--- src/rtl/regfile_pkg.sv ---
// Shared constants and types for the two-read/one-write register file.
package regfile_pkg;

    localparam int DEFAULT_WIDTH  = 32;
    localparam int DEFAULT_DEPTH  = 32;
    localparam int DEFAULT_ADDR_W = 5;
    localparam int ZERO_ADDR      = 0;

    typedef logic [DEFAULT_WIDTH-1:0] word_t;

endpackage

--- src/rtl/reg_en_n.sv ---
// Width-parametrised register with load enable and asynchronous active-high clear.
module reg_en_n #(
    parameter int WIDTH = 32
) (
    output logic [WIDTH-1:0] data_out,
    input  logic [WIDTH-1:0] data_in,
    input  logic             clk,
    input  logic             reset,
    input  logic             en
);

    always_ff @(posedge clk or posedge reset) begin
        if (reset)
            data_out <= '0;
        else if (en)
            data_out <= data_in;
    end

endmodule

--- src/rtl/regfile_2r1w.sv ---
// Register file with two combinational read ports and one clocked write port.
// Define REGFILE_BYPASS_EN to forward same-cycle write data to the read ports.
module regfile_2r1w
    import regfile_pkg::*;
#(
    parameter int WIDTH    = DEFAULT_WIDTH,
    parameter int DEPTH    = DEFAULT_DEPTH,
    parameter int ADDR_W   = DEFAULT_ADDR_W,
    parameter int ZERO_REG = 1
) (
    input  logic              clk,
    input  logic              reset,
    input  logic              we,
    input  logic [ADDR_W-1:0] waddr,
    input  logic [WIDTH-1:0]  wdata,
    input  logic [ADDR_W-1:0] raddr_a,
    output logic [WIDTH-1:0]  rdata_a,
    input  logic [ADDR_W-1:0] raddr_b,
    output logic [WIDTH-1:0]  rdata_b
);

    logic [WIDTH-1:0] entry_q [DEPTH];

    for (genvar i = 0; i < DEPTH; i++) begin : g_entry
        if (ZERO_REG != 0 && i == ZERO_ADDR) begin : g_zero
            assign entry_q[i] = '0;
        end else begin : g_reg
            // Only in-range addresses can match, so out-of-range writes enable nothing.
            logic en;
            assign en = we && (waddr == ADDR_W'(i));

            reg_en_n #(.WIDTH(WIDTH)) u_reg (
                .data_out (entry_q[i]),
                .data_in  (wdata),
                .clk      (clk),
                .reset    (reset),
                .en       (en)
            );
        end
    end

`ifdef REGFILE_BYPASS_EN
    localparam logic [ADDR_W:0] DEPTH_A = (ADDR_W+1)'(DEPTH);

    logic wr_legal;
    assign wr_legal = we && !reset && ({1'b0, waddr} < DEPTH_A) &&
                      !(ZERO_REG != 0 && waddr == ADDR_W'(ZERO_ADDR));
`endif

    always_comb begin
        rdata_a = '0;
        rdata_b = '0;
        for (int i = 0; i < DEPTH; i++) begin
            if (raddr_a == ADDR_W'(i))
                rdata_a = entry_q[i];
            if (raddr_b == ADDR_W'(i))
                rdata_b = entry_q[i];
        end
`ifdef REGFILE_BYPASS_EN
        if (wr_legal && waddr == raddr_a)
            rdata_a = wdata;
        if (wr_legal && waddr == raddr_b)
            rdata_b = wdata;
`endif
    end

endmodule

--- config.mk ---
export PLATFORM = sky130hd
export DESIGN_NAME = regfile_2r1w
export DESIGN_NICKNAME = d
export VERILOG_FILES = /design/src/rtl/regfile_pkg.sv /design/src/rtl/reg_en_n.sv /design/src/rtl/regfile_2r1w.sv
export SDC_FILE = /design/constraint.sdc
export NUM_CORES = 2
export LEC_CHECK = 0
export BUFFER_PORTS_ARGS = -buffer_cell sky130_fd_sc_hd__clkbuf_2
export CORE_MARGIN = 8
export CORE_UTILIZATION = 29
export DETAILED_ROUTE_END_ITERATION = 8
export GPL_ROUTABILITY_DRIVEN = 0
export HOLD_SLACK_MARGIN = 0.08
export MAX_ROUTING_LAYER = met4
export PLACE_DENSITY = 0.46
export SETUP_SLACK_MARGIN = 0.2
export SLEW_MARGIN = 40
export SYNTH_ARGS = -nofsm -noshare
export SYNTH_HDL_FRONTEND = slang
export SYNTH_SLANG_ARGS = --single-unit
--- constraint.sdc ---
create_clock -name clk -period 42.6 [get_ports clk]
set_input_delay 8.52 -clock clk [delete_from_list [all_inputs] [get_ports clk]]
set_output_delay 8.52 -clock clk [all_outputs]
set_load 0.1 [all_outputs]
==> summary.json <==
{
  "ir_drop": {"value": 34.2, "unit": "uV"},
  "fin_skew": {"value": 0, "unit": "ps"},
  "required": {"value": 34080, "unit": "ps"},
  "largest_reg_flops": {"value": 992},
  "fp.coreArea": {"value": 188000, "unit": "um^2"},
  "synth_fp_nets": {"value": 5228},
  "fillers": {"value": 19157},
  "drv_cap": {"value": 0},
  "antenna_found_initial": {"value": 28},
  "synth_enable_flop_cells": {"value": 0},
  "port_buffers": {"value": 113},
  "setup_ws": {"value": 20160, "unit": "ps"},
  "worst-endpoint-arrival": {"value": 13920, "unit": "ps"},
  "postSynth.topFlopCell": {"value": "sky130_fd_sc_hd__dfrtp_1"},
  "initial_utilization": {"value": 0.292},
  "final.setup.tns": {"value": 0, "unit": "ps"},
  "yosys.cell_count.top_type": {"value": "sky130_fd_sc_hd__mux2_2"},
  "post_cts_hold_buffer_count": {"value": 0},
  "cellLeakagePower": {"value": 26.5, "unit": "nW"},
  "start_kind": {"value": "primary input"},
  "drv_slew": {"value": 0},
  "drt_drc_violations_left": {"value": 0},
  "design.die.area": {"value": 203000, "unit": "um^2"},
  "ys_top_cells_by_count": {"value": "1027 x sky130_fd_sc_hd__mux2_2, 992 x sky130_fd_sc_hd__dfrtp_1, 334 x sky130_fd_sc_hd__o21ai_0"},
  "wire_per_inst": {"value": 40.1, "unit": "um"},
  "path_type_of_the_worst_min_delay_path": {"value": "register to register"},
  "grt.busiest_layer": {"value": "met2"},
  "num_vias": {"value": 51354},
  "dr.pass1.iters": {"value": 7},
  "routed_wl": {"value": 311000, "unit": "um"},
  "yosysTopAreaCellShare": {"value": 0.454},
  "groute.layer.met1.usage": {"value": 0.383},
  "reg2reg_setup_slack": {"value": 41640, "unit": "ps"},
  "unrepaired_setup_endpoints_after_global_routing": {"value": "no"},
  "cts-buffers-inserted": {"value": 118},
  "min_path_cells": {"value": 1},
  "height_of_the_die": {"value": 450, "unit": "um"},
  "finish.utilization": {"value": 0.334},
  "timing.hold.worst.start": {"value": "g_entry[5].g_reg.u_reg.data_out[22]$_DFFE_PP0P_"},
  "post_synth_main_area_contributors": {"value": "sky130_fd_sc_hd__dfrtp_1 45%, sky130_fd_sc_hd__mux2_2 21%, sky130_fd_sc_hd__o21ai_0 3.1%, sky130_fd_sc_hd__o22ai_1 2.6%, sky130_fd_sc_hd__a21oi_1 2.6%"},
  "wire_length_of_the_first_global_routing_pass": {"value": 423000, "unit": "um"},
  "grt_usage": {"value": 0.301},
  "layout-drive-gt1-share": {"value": 0.324},
  "number_of_buffers_on_the_longest_clock_path": {"value": 3},
  "status": {"value": "finished, final reports clean"},
  "largest_register": {"value": "g_entry.g_reg.u_reg.data_out"},
  "die_w": {"value": 450, "unit": "um"},
  "grt_start_max_net_pins": {"value": 103},
  "synth.yosys.seq_area_share": {"value": 0.454},
  "critical_path_peak_fanout": {"value": 52},
  "global_route.usage.met3": {"value": 0.0847},
  "critPathLaunch": {"value": "raddr_a[1]"},
  "gr-usage-met2": {"value": 0.417},
  "total_power": {"value": 2.98, "unit": "mW"},
  "via_count_of_the_first_global_routing_pass": {"value": 49197},
  "yosys_register_bits": {"value": 992},
  "worst-r2r-cell-count": {"value": 1},
  "clock_tree_from_tritoncts": {"value": "yes"},
  "ctsHtreeMaxLevel": {"value": 3},
  "synth.lib_cells_used.distinct": {"value": 99},
  "powerDensity": {"value": 47.5, "unit": "nW/um^2"},
  "final_period_minus_worst_setup_slack": {"value": 22440, "unit": "ps"},
  "route.antenna.remaining_nets": {"value": 0},
  "postCtsSetupRepairBufs": {"value": 0},
  "syn_inst_count": {"value": 5178},
  "rows": {"value": 159},
  "synth_top_area_cell": {"value": "sky130_fd_sc_hd__dfrtp_1"},
  "min_delay_worst_endpoint": {"value": "g_entry[5].g_reg.u_reg.data_out[22]$_DFFE_PP0P_"},
  "relSlewSlack": {"value": 0.329},
  "regToRegStartpoint": {"value": "g_entry[18].g_reg.u_reg.data_out[10]$_DFFE_PP0P_"},
  "worstSkewPairLatency": {"value": 790, "unit": "ps"},
  "dp.final_hpwl": {"value": 213000, "unit": "um"},
  "overflow": {"value": 0},
  "postCtsResizedCells": {"value": 0},
  "tightest_slew": {"value": 996, "unit": "ps"},
  "crit_path_end_kind": {"value": "primary output"},
  "crit-reg2reg-capture": {"value": "g_entry[18].g_reg.u_reg.data_out[10]$_DFFE_PP0P_"},
  "synth-async-reset-ratio": {"value": 1.00},
  "synth.yosys.warnings": {"value": 0},
  "via_per_inst": {"value": 6.62},
  "synth_area_per_cell": {"value": 10.6, "unit": "um^2"},
  "top_regs": {"value": "g_entry.g_reg.u_reg.data_out: 992 flops"},
  "critical_path_class": {"value": "primary input to primary output"},
  "sinks_on_clock_net": {"value": 992},
  "achievable-frequency": {"value": 44.6, "unit": "MHz"},
  "final_nets": {"value": 5192},
  "clockRootBuffer": {"value": "sky130_fd_sc_hd__clkbuf_16"},
  "synthToLayoutAreaGrowth": {"value": 14.7, "unit": "%"},
  "detailedPlace.worstSlack": {"value": 20590, "unit": "ps"},
  "post-route-period-util": {"value": 0.527},
  "io_pins": {"value": 114},
  "mappedNetlistArea": {"value": 54700, "unit": "um^2"},
  "hold_viol": {"value": 0},
  "worst_setup_hold_path_clk_slew": {"value": 60, "unit": "ps"},
  "dr.first_iter.drc_count": {"value": 8594},
  "finalSetupViolations": {"value": 0}
}
[worst max-delay path, cell delays in order]
cell and delay, ps:
sky130_fd_sc_hd__buf_6 420, sky130_fd_sc_hd__buf_4 650, sky130_fd_sc_hd__buf_4 640, sky130_fd_sc_hd__nor2_4 270, sky130_fd_sc_hd__buf_4 320, sky130_fd_sc_hd__nand2_1 90
sky130_fd_sc_hd__buf_4 330, sky130_fd_sc_hd__o21ai_0 190, sky130_fd_sc_hd__or4_1 540, sky130_fd_sc_hd__a211oi_1 740, sky130_fd_sc_hd__o31ai_1 360, sky130_fd_sc_hd__nand4_1 240
sky130_fd_sc_hd__clkbuf_2 490
[cell usage in the layout (no fill, tap or decap), types with 22 or more instances in the layout]
| cell | instances |
|---|---|
| sky130_fd_sc_hd__dfrtp_1 | 992 |
| sky130_fd_sc_hd__diode_2 | 26 |
| sky130_fd_sc_hd__nand3_1 | 66 |
| sky130_fd_sc_hd__o211ai_1 | 28 |
| sky130_fd_sc_hd__nand2_1 | 301 |
| sky130_fd_sc_hd__o22ai_1 | 228 |
| sky130_fd_sc_hd__o21ai_0 | 328 |
| sky130_fd_sc_hd__nor2_4 | 23 |
| sky130_fd_sc_hd__a22o_1 | 28 |
| sky130_fd_sc_hd__nor2b_1 | 22 |
| sky130_fd_sc_hd__nor2_1 | 261 |
| sky130_fd_sc_hd__a221oi_1 | 65 |
| sky130_fd_sc_hd__clkbuf_8 | 25 |
| sky130_fd_sc_hd__a222oi_1 | 37 |
| sky130_fd_sc_hd__mux2_2 | 1027 |
| sky130_fd_sc_hd__o221ai_1 | 51 |
| sky130_fd_sc_hd__nor3_1 | 92 |
| sky130_fd_sc_hd__a21oi_1 | 278 |
| sky130_fd_sc_hd__a31oi_1 | 50 |
| sky130_fd_sc_hd__buf_4 | 208 |
| sky130_fd_sc_hd__clkbuf_1 | 26 |
| sky130_fd_sc_hd__clkbuf_16 | 119 |
| sky130_fd_sc_hd__clkbuf_2 | 96 |
| sky130_fd_sc_hd__a211oi_1 | 41 |
| sky130_fd_sc_hd__nand4_1 | 25 |
| sky130_fd_sc_hd__a21o_1 | 23 |
| sky130_fd_sc_hd__mux2i_1 | 96 |
| sky130_fd_sc_hd__a22oi_1 | 144 |
| sky130_fd_sc_hd__clkinv_2 | 25 |
[report_power, final]
group          internal [mW]  total [mW]  switching (mW)
registers               1.13        1.33           0.200
logic                  0.225       0.579           0.354
clock network          0.622        1.07           0.451
[layer usage]
metal | wire (um) | part of all wire
met5 | 0 | 0
met4 | 26900 | 0.086
met3 | 37000 | 0.12
met2 | 127000 | 0.41
met1 | 121000 | 0.39
[metrics by stage]
step           cells  hold slack (ps)  area [um^2]
2_1_floorplan   5178              479        54700
3_3_place_gp    7507              492        58200
3_5_place_dp    7511              493        58500
4_1_cts         7730              507        62500
5_1_grt         7754              538        62700
6_report        7762              508        62700
[final cells by class]
class / instances / area [um^2] / share of cell area
Multi-Input combinational cell: 3671 / 28100 / 0.448
Clock inverter: 50 / 617 / 0.00983
Antenna cell: 26 / 65.1 / 0.00104
Inverter: 24 / 105 / 0.00168
Timing Repair Buffer: 335 / 2470 / 0.0395
Tap cell: 2495 / 3120 / 0.0498
Clock buffer: 169 / 3410 / 0.0543
Sequential cell: 992 / 24800 / 0.396
[worst max path at each step]
stage	depth (start not counted)	to
5_1_grt	13	rdata_a[21]
6_report	13	rdata_a[21]
2_1_floorplan	1	g_entry[10].g_reg.u_reg.data_out[0]$_DFFE_PP0P_
3_3_place_gp	11	rdata_a[16]
3_5_place_dp	12	rdata_b[14]
4_1_cts	12	rdata_b[14]
[cell families (layout without fill, tap and decap cells)]
| group | count (synthesis) | after routing | share of synthesized area |
|---|---|---|---|
| other cells | 0 | 26 | 0 |
| simple gates | 1012 | 1012 | 0.0902 |
| compound gates | 1528 | 1528 | 0.184 |
| mux | 1131 | 1131 | 0.231 |
| buf+inv | 515 | 578 | 0.0404 |
| flops | 992 | 992 | 0.454 |
Power figures use the tool's default switching activity.
